[src/rtl/mipos_loader_pkg.sv]
// Shared constants for the program-memory loader: FSM state codes, the default
// frame marker and the sticky error codes reported to software.
package mipos_loader_pkg;

    typedef logic [2:0] state_t;

    localparam state_t S_IDLE = 3'd0;
    localparam state_t S_HDR  = 3'd1;
    localparam state_t S_DATA = 3'd2;
    localparam state_t S_WR   = 3'd3;
    localparam state_t S_CHK  = 3'd4;

    localparam logic [7:0] SYNC_BYTE_DEFAULT = 8'hA5;

    localparam logic [1:0] ERR_NONE  = 2'd0;
    localparam logic [1:0] ERR_RANGE = 2'd1;
    localparam logic [1:0] ERR_CSUM  = 2'd2;
    localparam logic [1:0] ERR_ADDR  = 2'd3;

endpackage

[src/rtl/mipos_loader_word_packer.sv]
// Packs a byte stream into 32-bit little-endian words. The word is presented
// combinationally together with the 4th byte so the caller can register it on
// the same edge that accepts that byte.
module mipos_loader_word_packer (
    input  logic        i_clk,
    input  logic        i_reset,
    input  logic        i_clear,
    input  logic        i_valid,
    input  logic [7:0]  i_byte,
    output logic [31:0] o_word,
    output logic        o_word_valid
);

    logic [23:0] r_shift;
    logic [1:0]  r_cnt;

    // Shift earlier bytes down so byte 0 ends up in the least significant lane
    always_ff @(posedge i_clk or posedge i_reset) begin
        if (i_reset) begin
            r_shift <= '0;
            r_cnt   <= '0;
        end else if (i_clear) begin
            r_shift <= '0;
            r_cnt   <= '0;
        end else if (i_valid) begin
            r_shift <= {i_byte, r_shift[23:8]};
            r_cnt   <= r_cnt + 2'd1;
        end
    end

    assign o_word       = {i_byte, r_shift};
    assign o_word_valid = i_valid && (r_cnt == 2'd3);

endmodule

[src/rtl/mipos_soc_mem_loader.sv]
// Framed byte-stream loader for the on-chip program memory. Parses one load
// command, writes packed words through the memory s1 port and holds the CPU in
// reset while a load is in progress.
module mipos_soc_mem_loader
    import mipos_loader_pkg::*;
#(
    parameter int unsigned ADDR_W    = 12,
    parameter int unsigned MEM_DEPTH = 2560,
    parameter logic [7:0]  SYNC_BYTE = SYNC_BYTE_DEFAULT
) (
    input  logic              i_clk,
    input  logic              i_reset,
    input  logic              i_in_valid,
    input  logic [7:0]        i_in_data,
    output logic              o_in_ready,
    output logic [ADDR_W-1:0] o_mem_address,
    output logic [3:0]        o_mem_byteen,
    output logic              o_mem_cs,
    output logic              o_mem_write,
    output logic [31:0]       o_mem_wdata,
    output logic              o_mem_clken,
    output logic              o_cpu_hold,
    output logic              o_busy,
    output logic              o_done,
    output logic [1:0]        o_err_code
);

    state_t            r_state, w_state_nx;
    logic [1:0]        r_hdr_idx, w_hdr_idx_nx;
    logic [7:0]        r_addr_lo, w_addr_lo_nx;
    logic [7:0]        r_addr_hi, w_addr_hi_nx;
    logic [7:0]        r_cnt_lo, w_cnt_lo_nx;
    logic [15:0]       r_words_left, w_words_nx;
    logic [7:0]        r_csum, w_csum_nx;
    logic              r_in_ready;
    logic [ADDR_W-1:0] r_mem_address, w_addr_nx;
    logic [31:0]       r_mem_wdata, w_wdata_nx;
    logic              r_mem_write, w_write_nx;
    logic              r_cpu_hold, w_hold_nx;
    logic              r_busy;
    logic              r_done, w_done_nx;
    logic [1:0]        r_err_code, w_err_nx;

    logic              w_accept;
    logic              w_pk_clear, w_pk_valid, w_pk_word_valid;
    logic [31:0]       w_pk_word;
    logic [15:0]       w_start16, w_count;
    logic [16:0]       w_end;
    logic              w_addr_bad, w_range_bad;

    assign w_accept  = i_in_valid && r_in_ready;
    assign w_start16 = {r_addr_hi, r_addr_lo};
    assign w_count   = {i_in_data, r_cnt_lo};
    // 17-bit sum so a huge count cannot wrap back into the legal range
    assign w_end       = 17'(w_start16[ADDR_W-1:0]) + 17'(w_count);
    assign w_addr_bad  = (w_start16 >> ADDR_W) != 16'd0;
    assign w_range_bad = w_end > 17'(MEM_DEPTH);

    mipos_loader_word_packer u_packer (
        .i_clk        (i_clk),
        .i_reset      (i_reset),
        .i_clear      (w_pk_clear),
        .i_valid      (w_pk_valid),
        .i_byte       (i_in_data),
        .o_word       (w_pk_word),
        .o_word_valid (w_pk_word_valid)
    );

    // Next-state and datapath decode for the load FSM
    always_comb begin
        w_state_nx   = r_state;
        w_hdr_idx_nx = r_hdr_idx;
        w_addr_lo_nx = r_addr_lo;
        w_addr_hi_nx = r_addr_hi;
        w_cnt_lo_nx  = r_cnt_lo;
        w_words_nx   = r_words_left;
        w_csum_nx    = r_csum;
        w_addr_nx    = r_mem_address;
        w_wdata_nx   = r_mem_wdata;
        w_write_nx   = 1'b0;
        w_hold_nx    = r_cpu_hold;
        w_done_nx    = r_done;
        w_err_nx     = r_err_code;
        w_pk_clear   = 1'b0;
        w_pk_valid   = 1'b0;
        case (r_state)
            S_IDLE: begin
                w_pk_clear = 1'b1;
                if (w_accept && (i_in_data == SYNC_BYTE)) begin
                    w_state_nx   = S_HDR;
                    w_hdr_idx_nx = 2'd0;
                    w_csum_nx    = 8'd0;
                    w_done_nx    = 1'b0;
                    w_err_nx     = ERR_NONE;
                end
            end
            S_HDR: begin
                if (w_accept) begin
                    w_hdr_idx_nx = r_hdr_idx + 2'd1;
                    case (r_hdr_idx)
                        2'd0:    w_addr_lo_nx = i_in_data;
                        2'd1:    w_addr_hi_nx = i_in_data;
                        2'd2:    w_cnt_lo_nx  = i_in_data;
                        default: begin
                            if (w_addr_bad) begin
                                w_err_nx   = ERR_ADDR;
                                w_state_nx = S_IDLE;
                            end else if (w_range_bad) begin
                                w_err_nx   = ERR_RANGE;
                                w_state_nx = S_IDLE;
                            end else begin
                                w_hold_nx  = 1'b1;
                                w_addr_nx  = w_start16[ADDR_W-1:0];
                                w_words_nx = w_count;
                                w_state_nx = (w_count == 16'd0) ? S_CHK : S_DATA;
                            end
                        end
                    endcase
                end
            end
            S_DATA: begin
                w_pk_valid = w_accept;
                if (w_accept) begin
                    w_csum_nx = r_csum ^ i_in_data;
                end
                if (w_pk_word_valid) begin
                    w_state_nx = S_WR;
                    w_write_nx = 1'b1;
                    w_wdata_nx = w_pk_word;
                end
            end
            S_WR: begin
                // The strobe is already on the bus this cycle; advance past it
                w_addr_nx  = r_mem_address + ADDR_W'(1);
                w_words_nx = r_words_left - 16'd1;
                w_state_nx = (r_words_left == 16'd1) ? S_CHK : S_DATA;
            end
            S_CHK: begin
                if (w_accept) begin
                    if (i_in_data == r_csum) begin
                        w_done_nx = 1'b1;
                    end else begin
                        w_err_nx = ERR_CSUM;
                    end
                    w_hold_nx  = 1'b0;
                    w_state_nx = S_IDLE;
                end
            end
            default: begin
                w_state_nx = S_IDLE;
                w_hold_nx  = 1'b0;
            end
        endcase
    end

    // State and registered outputs; reset abandons any partial frame
    always_ff @(posedge i_clk or posedge i_reset) begin
        if (i_reset) begin
            r_state       <= S_IDLE;
            r_hdr_idx     <= '0;
            r_addr_lo     <= '0;
            r_addr_hi     <= '0;
            r_cnt_lo      <= '0;
            r_words_left  <= '0;
            r_csum        <= '0;
            r_in_ready    <= 1'b0;
            r_mem_address <= '0;
            r_mem_wdata   <= '0;
            r_mem_write   <= 1'b0;
            r_cpu_hold    <= 1'b0;
            r_busy        <= 1'b0;
            r_done        <= 1'b0;
            r_err_code    <= ERR_NONE;
        end else begin
            r_state       <= w_state_nx;
            r_hdr_idx     <= w_hdr_idx_nx;
            r_addr_lo     <= w_addr_lo_nx;
            r_addr_hi     <= w_addr_hi_nx;
            r_cnt_lo      <= w_cnt_lo_nx;
            r_words_left  <= w_words_nx;
            r_csum        <= w_csum_nx;
            r_in_ready    <= (w_state_nx != S_WR);
            r_mem_address <= w_addr_nx;
            r_mem_wdata   <= w_wdata_nx;
            r_mem_write   <= w_write_nx;
            r_cpu_hold    <= w_hold_nx;
            r_busy        <= (w_state_nx != S_IDLE);
            r_done        <= w_done_nx;
            r_err_code    <= w_err_nx;
        end
    end

    assign o_in_ready    = r_in_ready;
    assign o_mem_address = r_mem_address;
    assign o_mem_byteen  = 4'hF;
    assign o_mem_cs      = r_mem_write;
    assign o_mem_write   = r_mem_write;
    assign o_mem_wdata   = r_mem_wdata;
    assign o_mem_clken   = 1'b1;
    assign o_cpu_hold    = r_cpu_hold;
    assign o_busy        = r_busy;
    assign o_done        = r_done;
    assign o_err_code    = r_err_code;

endmodule

[config.mk]
export PLATFORM = sky130hd
export DESIGN_NAME = mipos_soc_mem_loader
export DESIGN_NICKNAME = d
export VERILOG_FILES = /design/src/rtl/mipos_loader_pkg.sv /design/src/rtl/mipos_loader_word_packer.sv /design/src/rtl/mipos_soc_mem_loader.sv
export SDC_FILE = /design/constraint.sdc
export NUM_CORES = 1
export LEC_CHECK = 0
export BUFFER_PORTS_ARGS = -buffer_cell sky130_fd_sc_hd__buf_4
export CAP_MARGIN = 15
export CORE_MARGIN = 1.5
export CORE_UTILIZATION = 54
export CTS_CLUSTER_SIZE = 10
export DETAILED_ROUTE_END_ITERATION = 8
export PLACE_DENSITY = 0.77
export SKIP_CTS_REPAIR_TIMING = 1
export SYNTH_ARGS = -nofsm -noshare
export SYNTH_HDL_FRONTEND = slang
export SYNTH_SLANG_ARGS = --single-unit
[constraint.sdc]
create_clock -name i_clk -period 5.29 [get_ports i_clk]
set_clock_uncertainty 0.15 [all_clocks]
set_input_delay 1.587 -clock i_clk [delete_from_list [all_inputs] [get_ports i_clk]]
set_output_delay 1.587 -clock i_clk [all_outputs]
set_load 0.01 [all_outputs]
Yosys cells after proc, flatten, opt, wreduce, memory -nomap -nowiden
Cells that the tools add are included.

Input bits: 11. Word-level logic and storage cells: 123. Register bits after elaboration: 130. ROM bits: 0. Bits in writable memories: 0. Output and inout bits: 57. Latch bits: 0. Memories kept: 0.

Bitwise logic cells: 2. $mul: 0. Shift-type cells: 0. Equal/unequal tests: 21. Magnitude comparators: 1. Add/sub/neg operators: 5. Mux-type cells: 51. Div/mod/pow operators: 0. Reduce and logical (&&, ||, !) cells: 26.

Operators with widths (count): 16-bit two-way mux (4); 12-bit two-way mux (4); 24-bit two-way mux (2); 16-bit case mux with 2 select lines (1); 3-bit two-way mux (9); 12-bit case mux with 2 select lines (1); 2-bit two-way mux (10); 2-bit != test, second input constant (9); 12-bit by 16-bit adder with 17-bit output (1); 17-bit by 12-bit > comparator with 1-bit output, second input constant (1); 16-bit by 1-bit == test with 1-bit output, second input constant (1); 16-bit logical NOT (1); 8-bit two-way mux (2); 8-bit case mux with 2 select lines (1); 16-bit nonzero test (1); 16-bit by 1-bit subtractor with 16-bit output, second input constant (1); 3-bit case mux with 5 select lines (1); 3-bit AND reduction (5); 12-bit by 1-bit adder with 12-bit output, second input constant (1); 1-bit two-way mux (12); 2-bit nonzero test (5); 8-bit == test (1); 8-bit == test, second input constant (1); 8-bit XOR (1); 23 further kinds (30).

Depth between registers and ports, before layout
Gate-level depths: netlist of run 1.

Depth in word-level cells: 8. Gate-level depth with buffers: 12. Depth with buffers taken out: 10.

Modules after synthesis
From an unflattened synthesis of run 1, not the netlist that was laid out.

Cell total of the unflattened synthesis: 696. Area, all modules: 7026.7 µm².

By module, submodules not included: mipos_soc_mem_loader (cells an instance 601, area an instance 5868.1 µm², times used 1, seq. area each 2602.5 µm²); mipos_loader_word_packer (cells an instance 95, area an instance 1158.6 µm², times used 1, seq. area each 650.6 µm²).

Worst setup path before layout of run 1
OpenSTA, ideal clock, no wires.

Kind: in2reg. Start: input i_in_data[1]. End: register r_words_left[2]. Library setup time: 0.120 ns. Required time: 5.020 ns. Data arrival time: 4.096 ns. Setup slack: 0.923 ns. Buffers on the path: 3. Stages on the path: 12. Cell sequence: ha_1 > buf_6 > and3_1 > a221o_1 > a31oi_4 > nor3_1 > a2111oi_4 > nand4b_4 > or2_1 > buf_6 > buf_6 > o211a_1.

Word-level cells in the longest chain between the ends: 4.

RTL lines: start, declared (RTL line mipos_soc_mem_loader.sv:14) `input logic [7:0] i_in_data,`; 12-bit by 16-bit adder with 17-bit output (RTL line mipos_soc_mem_loader.sv:55) `assign w_end = 17'(w_start16[ADDR_W-1:0]) + 17'(w_count);`; 17-bit by 12-bit > comparator with 1-bit output (RTL line mipos_soc_mem_loader.sv:57) `assign w_range_bad = w_end > 17'(MEM_DEPTH);`; 2-bit != test (no source line); 5-bit AND reduction (no source line); end signal, assigned (RTL line mipos_soc_mem_loader.sv:180) `r_words_left <= w_words_nx;`; end, declared (RTL line mipos_soc_mem_loader.sv:33) `logic [15:0] r_words_left, w_words_nx;`.

No other way between the ends. A chain may end at the register's enable or synchronous reset.

Worst setup path in the final report of run 1
Start: input i_in_data[1]. End: register r_mem_address[5], in the netlist o_mem_address[5].

Word-level cells in the longest chain between the ends: 4.

RTL lines: 12-bit by 16-bit adder with 17-bit output (RTL line mipos_soc_mem_loader.sv:55); 17-bit by 12-bit > comparator with 1-bit output (RTL line mipos_soc_mem_loader.sv:57); 2-bit != test (no source line); 5-bit AND reduction (no source line); end signal, assigned (RTL line mipos_soc_mem_loader.sv:183) `r_mem_address <= w_addr_nx;`; end, declared (RTL line mipos_soc_mem_loader.sv:36) `logic [ADDR_W-1:0] r_mem_address, w_addr_nx;`.

No other way between the ends.

==> results of run 1 <==
## where the power goes
part | internal (W) | total (W) | switching (W)
clock | 0.000672 | 0.00114 | 0.000470
combinational | 0.0000339 | 0.000104 | 0.0000699
sequential | 0.00100 | 0.00101 | 0.00000950
## cell families after synthesis
| kind of cell | count (synthesis) | synth area share |
|---|---|---|
| simple gates | 265 | 0.182 |
| compound gates | 150 | 0.152 |
| flops | 130 | 0.477 |
| buf+inv | 58 | 0.0389 |
| mux | 55 | 0.0905 |
| fa+ha+maj | 21 | 0.0397 |
| xor+xnor | 15 | 0.0193 |
| other cells | 1 | 0.000550 |
## cell usage in the layout (no fill, tap or decap), types with 8 or more instances in the layout
cell type / synthesis / routed
nand4_1: 9 / 9
nor4_1: 8 / 8
nand2_1: 104 / 104
dfrtp_1: 130 / 130
o21ai_0: 48 / 48
nor2_1: 46 / 45
inv_1: 18 / 17
a21oi_1: 29 / 29
nand3b_1: 8 / 8
a21o_1: 9 / 9
ha_1: 20 / 20
xnor2_1: 9 / 9
o211a_1: 10 / 10
nor3_1: 23 / 23
buf_4: 6 / 67
mux2_2: 53 / 53
nand3_1: 40 / 40
clkbuf_16: 0 / 17
## sequential cells by signal, indices dropped and copies added (netlist names), 2 cells and up
| name | flops |
|---|---|
| r_state | 3 |
| u_packer.r_cnt | 2 |
| u_packer.r_shift | 24 |
| r_addr_hi | 8 |
| o_mem_wdata | 32 |
| o_mem_address | 12 |
| r_words_left | 16 |
| r_hdr_idx | 2 |
| o_err_code | 2 |
| r_csum | 8 |
| r_cnt_lo | 8 |
| r_addr_lo | 8 |
## layer usage
layer / wire length (um) / track usage / share of wire / up-vias
met2: 8600 / 0.459 / 0.50 / 226
met1: 7310 / 0.357 / 0.42 / 2793
met4: 294 / 0.0971 / 0.017 / 0
met5: 0 / 0 / 0 / -
met3: 1010 / 0.0538 / 0.059 / 27
li1: - / - / - / 2586
## worst max-delay path by stage
stage	slack [ns]	start	endpoint	depth (start not counted)
2_1_floorplan	0.08	i_reset	o_busy$_DFF_PP0_	1
3_3_place_gp	0.49	i_in_data[1]	r_words_left[8]$_DFFE_PP0P_	10
3_5_place_dp	0.41	i_in_data[1]	o_mem_address[9]$_DFFE_PP0P_	10
4_1_cts	0.83	i_in_data[1]	o_busy$_DFF_PP0_	11
5_1_grt	0.66	i_in_data[1]	r_state[2]$_DFF_PP0_	10
6_report	0.78	i_in_data[1]	o_mem_address[5]$_DFFE_PP0P_	10
## layout make-up
| class | instances | area (sq um) |
|---|---|---|
| clock buffer | 18 | 439 |
| tap | 168 | 210 |
| clock inverter | 14 | 143 |
| timing repair buffer | 68 | 523 |
| inverter | 18 | 70.1 |
| sequential | 130 | 3250 |
| multi-input combinational | 511 | 3310 |
| fill | 989 | 4210 |
## stage by stage
stage          instance area, sq um  total power, W  worst slack, ns
2_1_floorplan                  6830         0.00110           0.0837
3_3_place_gp                   7370         0.00113            0.486
3_5_place_dp                   7370         0.00113            0.410
4_1_cts                        7950         0.00228            0.835
5_1_grt                        7950         0.00233            0.656
6_report                       7950         0.00226            0.781
==> results.yml, run 1 <==
setup_path:
  critical_path_class: "in2reg"
  cp_top_family: "simple AND/OR/NAND/NOR gates"
  critPathMaxFanout: 19
  cp_cell_sequence: "buf_4 > ha_1 > and3_1 > a221o_1 > or4b_1 > a21oi_1 > a2111oi_4 > nand4b_4 > or2_1 > a211oi_2"
  start_kind: "input pin"
  cp_slowest_stage_delay_ns: 0.65
  cp.required_ns: 5.40
  cp_slowest_cell: "or2_1"
  reg2reg_to: "o_mem_address[5]$_DFFE_PP0P_"
  worstPathArrival_ns: 4.62
  rrSetupSlack_ns: 1.33
  ff2ff_path_depth: 10
  worst-path-buf-inv: 1
  end_kind: "flop"
  worstReg2RegStart: "r_addr_lo[0]$_DFFE_PP0P_"
clock_network:
  insertion_delay_ns: 0.42
  path_clk_slew_ns: 0.06
  tritoncts: "done"
  htree_levels: 4
  clock_sinks: 130
  clock_tree.buffer_depth: 2
  cts_buffers: 17
  root_buffer: "clkbuf_16"
timing:
  fin_crit_ns: 4.51
  report.final.slew_viol_count: 0
  max_freq_ghz: 0.222
  maxSlewHeadroom: 0.271
  rsz0062_at_grt: "no"
  period_share: 0.852
  finalSetupViolCount: 0
  setup-tns-final_ns: 0
  hold_viol: 0
  worst_slew_pin_slew_ns: 1.09
  hold_ws_ns: 0.351
floorplanning:
  die_h_um: 115
  pin_count: 68
  core_area_sq_um: 12200
  core.rowCount: 40
  initial_core_util: 0.560
  chipWidth_um: 115
  die-area_sq_um: 13300
power_and_ir_drop:
  power_density_nw_per_um2: 284
  power.leakage_nw: 3.97
  ir_drop_uv: 236
worst_hold_path:
  holdPathStages: 1
  holdPathEnd: "r_csum[6]$_DFFE_PP0P_"
  hold_path.class: "reg2reg"
  worstHoldStart: "r_csum[6]$_DFFE_PP0P_"
routing:
  drc: 0
  drt-total-wl_um: 17200
  ant_nets: 0
  dr.pass1.iters: 5
  wire_per_inst_um: 18.6
  vias_per_cell: 6.08
  drtIter0Drc: 468
  vias: 5632
synthesis:
  synth_edf_count: 0
  synth.top_cells.by_count: "dfrtp_1 (130), nand2_1 (104), mux2_2 (53)"
  synth_area_leaders: "dfrtp_1 (48%), mux2_2 (8.8%), nand2_1 (5.7%)"
  synth_top_cell_area_share: 0.477
  synth-seq-area-share: 0.477
  synthCells: 695
  synth_ff_type: "dfrtp_1"
  synth_cell_types: 63
  ys_async_sr_fraction: 1.00
  yosysMostFrequentCell: "dfrtp_1"
  synth.avg_cell_area_sq_um: 9.81
  synth_top_area_cell: "dfrtp_1"
  syn-cell-area_sq_um: 6820
  synth_seq_cells: 130
  yosys_warnings: 0
flow_run:
  max-cap-violations: 0
finish:
  diodes: 0
  synthToLayoutAreaGrowth_pct: 16.7
  nets: 778
  drive_gt1_frac: 0.217
  fin_util: 0.654
  fin_cells: 927
global_route:
  antenna_found_initial: 0
  grt_pass1_wl_um: 27900
  grt_use_total: 0.274
  first_global_vias: 5440
  grt_max_degree: 131
  grt_overflow: 0
status:
  status: "completed"
placement:
  numPortBuffers: 62
  dp_hpwl_um: 11500
  finalWeightedCongestion: 0.904
  place_inst: 895
Power figures use the tool's default switching activity.
==> run 2: changes to the inputs <==
--- a/config.mk
+++ b/config.mk
@@ -7,7 +7,7 @@
 export LEC_CHECK = 0
 export BUFFER_PORTS_ARGS = -buffer_cell sky130_fd_sc_hd__buf_4
 export CAP_MARGIN = 15
-export CORE_MARGIN = 1.5
+export CORE_MARGIN = 10
 export CORE_UTILIZATION = 54
 export CTS_CLUSTER_SIZE = 10
 export DETAILED_ROUTE_END_ITERATION = 8
==> results.yml, run 2 (same netlist as run 1, synthesis figures left out) <==
finish:
  design_area_sq_um: 8030
  layout_common_cells: "dfrtp_1 (130), nand2_1 (104), buf_4 (68), mux2_2 (53), o21ai_0 (48)"
  diodes: 0
  nets: 779
  drive_gt1_frac: 0.216
  largest_reg_flops: 32
  synthToLayoutAreaGrowth_pct: 17.8
  final_common_cell: "dfrtp_1"
clock_network:
  cts_buffers: 17
  clock_tree.buffer_depth: 2
  clock_sinks: 130
  insertion_delay_ns: 0.41
  htree_levels: 4
  root_buffer: "clkbuf_16"
  path_clk_slew_ns: 0.05
  tritoncts: "done"
timing:
  maxSlewHeadroom: 0.285
  worst_slack_ns: 0.721
  hold_viol: 0
  worst_slew_pin_slew_ns: 1.07
  report.final.slew_viol_count: 0
  max_freq_ghz: 0.219
  period_share: 0.864
  rsz0062_at_grt: "no"
  fin_crit_ns: 4.57
  setup-tns-final_ns: 0
  finalSetupViolCount: 0
flow_run:
  max-cap-violations: 0
routing:
  ant_nets: 0
  wire_per_inst_um: 19.2
  vias_per_cell: 6.07
  drt-total-wl_um: 17900
  drc: 0
  vias: 5632
  drtIter0Drc: 485
  dr.pass1.iters: 6
setup_path:
  rrSetupSlack_ns: 1.28
  ff2ff_path_depth: 10
  cp.required_ns: 5.48
  reg2reg_to: "r_words_left[11]$_DFFE_PP0P_"
  worstReg2RegStart: "r_cnt_lo[0]$_DFFE_PP0P_"
  critical_path_class: "in2reg"
  critPathMaxFanout: 19
  worstPathArrival_ns: 4.76
  start_kind: "input pin"
  end_kind: "flop"
power_and_ir_drop:
  ir_drop_uv: 234
  power.leakage_nw: 4.01
  power_density_nw_per_um2: 299
global_route:
  first_global_vias: 5686
  grt_max_degree: 68
  grt_use_total: 0.203
  grt_overflow: 0
  antenna_found_initial: 0
  grt_pass1_wl_um: 29100
floorplanning:
  core_area_sq_um: 12200
  chipWidth_um: 132
  die-area_sq_um: 17500
  pin_count: 68
  core.rowCount: 40
  die_h_um: 132
  initial_core_util: 0.560
placement:
  dp_hpwl_um: 12200
  dpl_cell_area_sq_um: 7380
  finalWeightedCongestion: 0.879
  dp_slack_ns: 0.357
  numPortBuffers: 62
worst_hold_path:
  holdPathStages: 2
  worstHoldStart: "r_addr_hi[6]$_DFFE_PP0P_"
  holdPathEnd: "r_addr_hi[6]$_DFFE_PP0P_"
  hold_path.class: "reg2reg"
status:
  status: "completed"
==> run 2: how the worst max path moves through the flow <==
stage	startpoint	end	cells after the start	slack (ns)
global route	i_in_data[0]	o_mem_address[8]$_DFFE_PP0P_	10	0.59
global placement	i_in_data[1]	o_mem_address[7]$_DFFE_PP0P_	10	0.46
CTS	i_in_data[1]	r_words_left[11]$_DFFE_PP0P_	10	0.77
finish	i_in_data[1]	r_words_left[11]$_DFFE_PP0P_	10	0.72
floorplan	i_reset	o_busy$_DFF_PP0_	1	0.08
detailed placement	i_in_data[1]	r_words_left[8]$_DFFE_PP0P_	10	0.36
==> run 2: power by group <==
part	switching (W)	total [W]	internal, W
clock	0.000431	0.00128	0.000851
sequential	0.00000969	0.00101	0.00100
combinational	0.0000691	0.000103	0.0000340
total	0.000510	0.00240	0.00189
==> run 2: critical path, stage by stage <==
cell and delay [ns]:
buf_4 0.17, ha_1 0.43, and3_1 0.22, a221o_1 0.40, or4b_1 0.54, a21oi_1 0.26, a2111oi_4 0.09, nand4b_4 0.15
or2_1 0.66, o211a_1 0.24
==> run 2: layer usage <==
metal	GRT usage	vias up	share of wire
li1	-	2584	-
met1	0.243	2779	0.41
met2	0.337	228	0.49
met3	0.0560	41	0.072
met4	0.0813	0	0.027
met5	0	-	0
==> run 2: stage by stage <==
step           power, W  utilization  cells  hold slack [ns]
6_report        0.00240        0.660    928            0.341
4_1_cts         0.00241        0.660    928            0.347
2_1_floorplan   0.00110            -    699            0.301
3_5_place_dp    0.00113        0.607    896            0.332
5_1_grt         0.00247        0.660    928            0.371
3_3_place_gp    0.00113        0.607    896            0.314
==> run 2: layout make-up <==
cell class / instances / area [sq um]
inverter: 18 / 70.1
timing repair buffer: 69 / 531
sequential: 130 / 3250
clock buffer: 20 / 447
multi-input combinational: 511 / 3310
clock inverter: 12 / 203
fill: 913 / 4130
tap: 168 / 210
==> run 3: changes to the inputs <==
--- a/config.mk
+++ b/config.mk
@@ -7,11 +7,13 @@
 export LEC_CHECK = 0
 export BUFFER_PORTS_ARGS = -buffer_cell sky130_fd_sc_hd__buf_4
 export CAP_MARGIN = 15
+export CELL_PAD_IN_SITES_DETAIL_PLACEMENT = 0
+export CELL_PAD_IN_SITES_GLOBAL_PLACEMENT = 1
 export CORE_MARGIN = 10
-export CORE_UTILIZATION = 54
+export CORE_UTILIZATION = 42
 export CTS_CLUSTER_SIZE = 10
 export DETAILED_ROUTE_END_ITERATION = 8
-export PLACE_DENSITY = 0.77
+export PLACE_DENSITY_LB_ADDON = 0.1
 export SKIP_CTS_REPAIR_TIMING = 1
 export SYNTH_ARGS = -nofsm -noshare
 export SYNTH_HDL_FRONTEND = slang
==> results.yml, run 3 (same netlist as run 1, synthesis figures left out) <==
finish:
  diodes: 0
  drive_gt1_frac: 0.221
  final_common_cell: "dfrtp_1"
  largest_reg_flops: 32
  nets: 782
  layout_common_cells: "dfrtp_1 (130), nand2_1 (104), buf_4 (70), mux2_2 (53), o21ai_0 (48)"
  n_fill_cell: 1519
  fin_util: 0.508
  multi_input_area_sq_um: 3310
  regArea_sq_um: 3250
  synthToLayoutAreaGrowth_pct: 18.3
timing:
  fin_crit_ns: 4.32
  finalSetupViolCount: 0
  report.final.slew_viol_count: 0
  maxSlewHeadroom: 0.348
  worst_slew_pin_slew_ns: 0.978
  hold_viol: 0
  rsz0062_at_grt: "no"
  setup-tns-final_ns: 0
  period_share: 0.816
  max_freq_ghz: 0.232
routing:
  drc: 0
  drt-total-wl_um: 19000
  wire_per_inst_um: 19.4
  drtIter0Drc: 498
  ant_nets: 0
  vias_per_cell: 5.60
  dr.pass1.iters: 5
  vias: 5484
worst_hold_path:
  hold_path.class: "reg2reg"
  holdPathStages: 2
  worstHoldStart: "r_addr_hi[6]$_DFFE_PP0P_"
placement:
  numPortBuffers: 62
  finalWeightedCongestion: 0.830
  dp_hpwl_um: 13300
power_and_ir_drop:
  p_sw_w: 0.000547
  ir_drop_uv: 212
  p_sw_frac: 0.238
  pwr-share-clk: 0.513
  power_density_nw_per_um2: 285
  power.leakage_nw: 4.00
  pwr-share-seq: 0.441
  comb_power_share: 0.046
  p_int_w: 0.00175
flow_run:
  max-cap-violations: 0
floorplanning:
  pin_count: 68
  core_area_sq_um: 15900
  core.rowCount: 46
  die-area_sq_um: 21700
  chipWidth_um: 147
  initial_core_util: 0.429
  die_h_um: 147
clock_network:
  root_buffer: "clkbuf_16"
  htree_levels: 4
  cts_buffers: 17
  tritoncts: "done"
  clock_tree.buffer_depth: 2
  path_clk_slew_ns: 0.06
  insertion_delay_ns: 0.42
  clock_sinks: 130
setup_path:
  ff2ff_path_depth: 10
  cp.required_ns: 5.45
  cp_slowest_cell: "or4b_1"
  critPathMaxFanout: 22
  end_kind: "flop"
  cp_slowest_stage_delay_ns: 0.51
  cp_cell_sequence: "buf_4 > ha_1 > and3_1 > a221o_1 > or4b_1 > a21oi_1 > a2111oi_4 > nand4b_4 > buf_4 > nor3_1 > a211o_1"
  start_kind: "input pin"
  worstReg2RegStart: "r_cnt_lo[0]$_DFFE_PP0P_"
  worstPathArrival_ns: 4.48
  critical_path_class: "in2reg"
  cp_common_cell: "buf_4"
  startpoint: "i_in_data[1]"
global_route:
  grt_use_met2: 0.267
  grt_pass1_wl_um: 30500
  busiest_layer: "met2"
  grt_use_total: 0.176
  met1_usage: 0.244
  antenna_found_initial: 0
  grt_use_met3: 0.0394
  first_global_vias: 5291
  grt_max_degree: 78
  grt_overflow: 0
status:
  status: "completed"
-- run 3: cell count changes in the layout (fill, tap and decap cells not counted) --
cell	before	now
buf_4	68	70
inv_6	2	3
buf_8	0	1
clkinv_4	2	4
clkinv_2	2	3
bufinv_16	5	2
inv_8	0	1
clkbuf_1	2	0
-- run 3: final cells by class --
class / instances / area share
inverters: 18 / 0.00869
multi-input cells: 511 / 0.411
flip-flops and latches: 130 / 0.403
repair buffers: 72 / 0.0695
clock inverters: 14 / 0.0192
well taps: 216 / 0.0335
clock buffers: 18 / 0.0545
-- run 3: per-stage QoR --
step	cell area [sq um]	power, W	worst slack (ns)	instances	hold WS (ns)
6_report	8060	0.00230	0.972	979	0.338
5_1_grt	8060	0.00237	0.740	979	0.366
4_1_cts	8050	0.00232	0.989	978	0.342
3_5_place_dp	7450	0.00114	0.552	946	0.329
3_3_place_gp	7450	0.00114	0.587	946	0.319
2_1_floorplan	6830	0.00110	0.0837	699	0.301
-- run 3: power groups by stage --
stage / logic, W / registers, W / clock network, W
3_5_place_dp: 0.000107 / 0.00103 / 0
4_1_cts: 0.000108 / 0.00101 / 0.00120
6_report: 0.000105 / 0.00101 / 0.00118
5_1_grt: 0.000119 / 0.00101 / 0.00124
2_1_floorplan: 0.0000680 / 0.00103 / 0
3_3_place_gp: 0.000106 / 0.00103 / 0
-- run 3: critical path, delay by kind of cell --
family,cells,cell delay (ns)
fa+ha+maj,1,0.43
simple gates,4,1.01
compound gates,4,0.98
buf+inv,2,0.48
-- run 3: metal layers --
layer / part of all wire / vias to the layer above
met1: 0.48 / 2737
met3: 0.047 / 24
met5: 0 / -
li1: - / 2592
met4: 0.015 / 0
met2: 0.46 / 131
-- run 3: final timing paths --
check                                               endpoint  slack [ns]
worst max-delay path            o_mem_address[7]$_DFFE_PP0P_        0.97
worst min-delay path                r_addr_hi[6]$_DFFE_PP0P_        0.34
worst max register to register   r_words_left[0]$_DFFE_PP0P_        1.44
worst min register to register      r_addr_hi[6]$_DFFE_PP0P_        0.34
max in group asynchronous       r_words_left[14]$_DFFE_PP0P_        2.93
min in group asynchronous              r_csum[5]$_DFFE_PP0P_        1.21
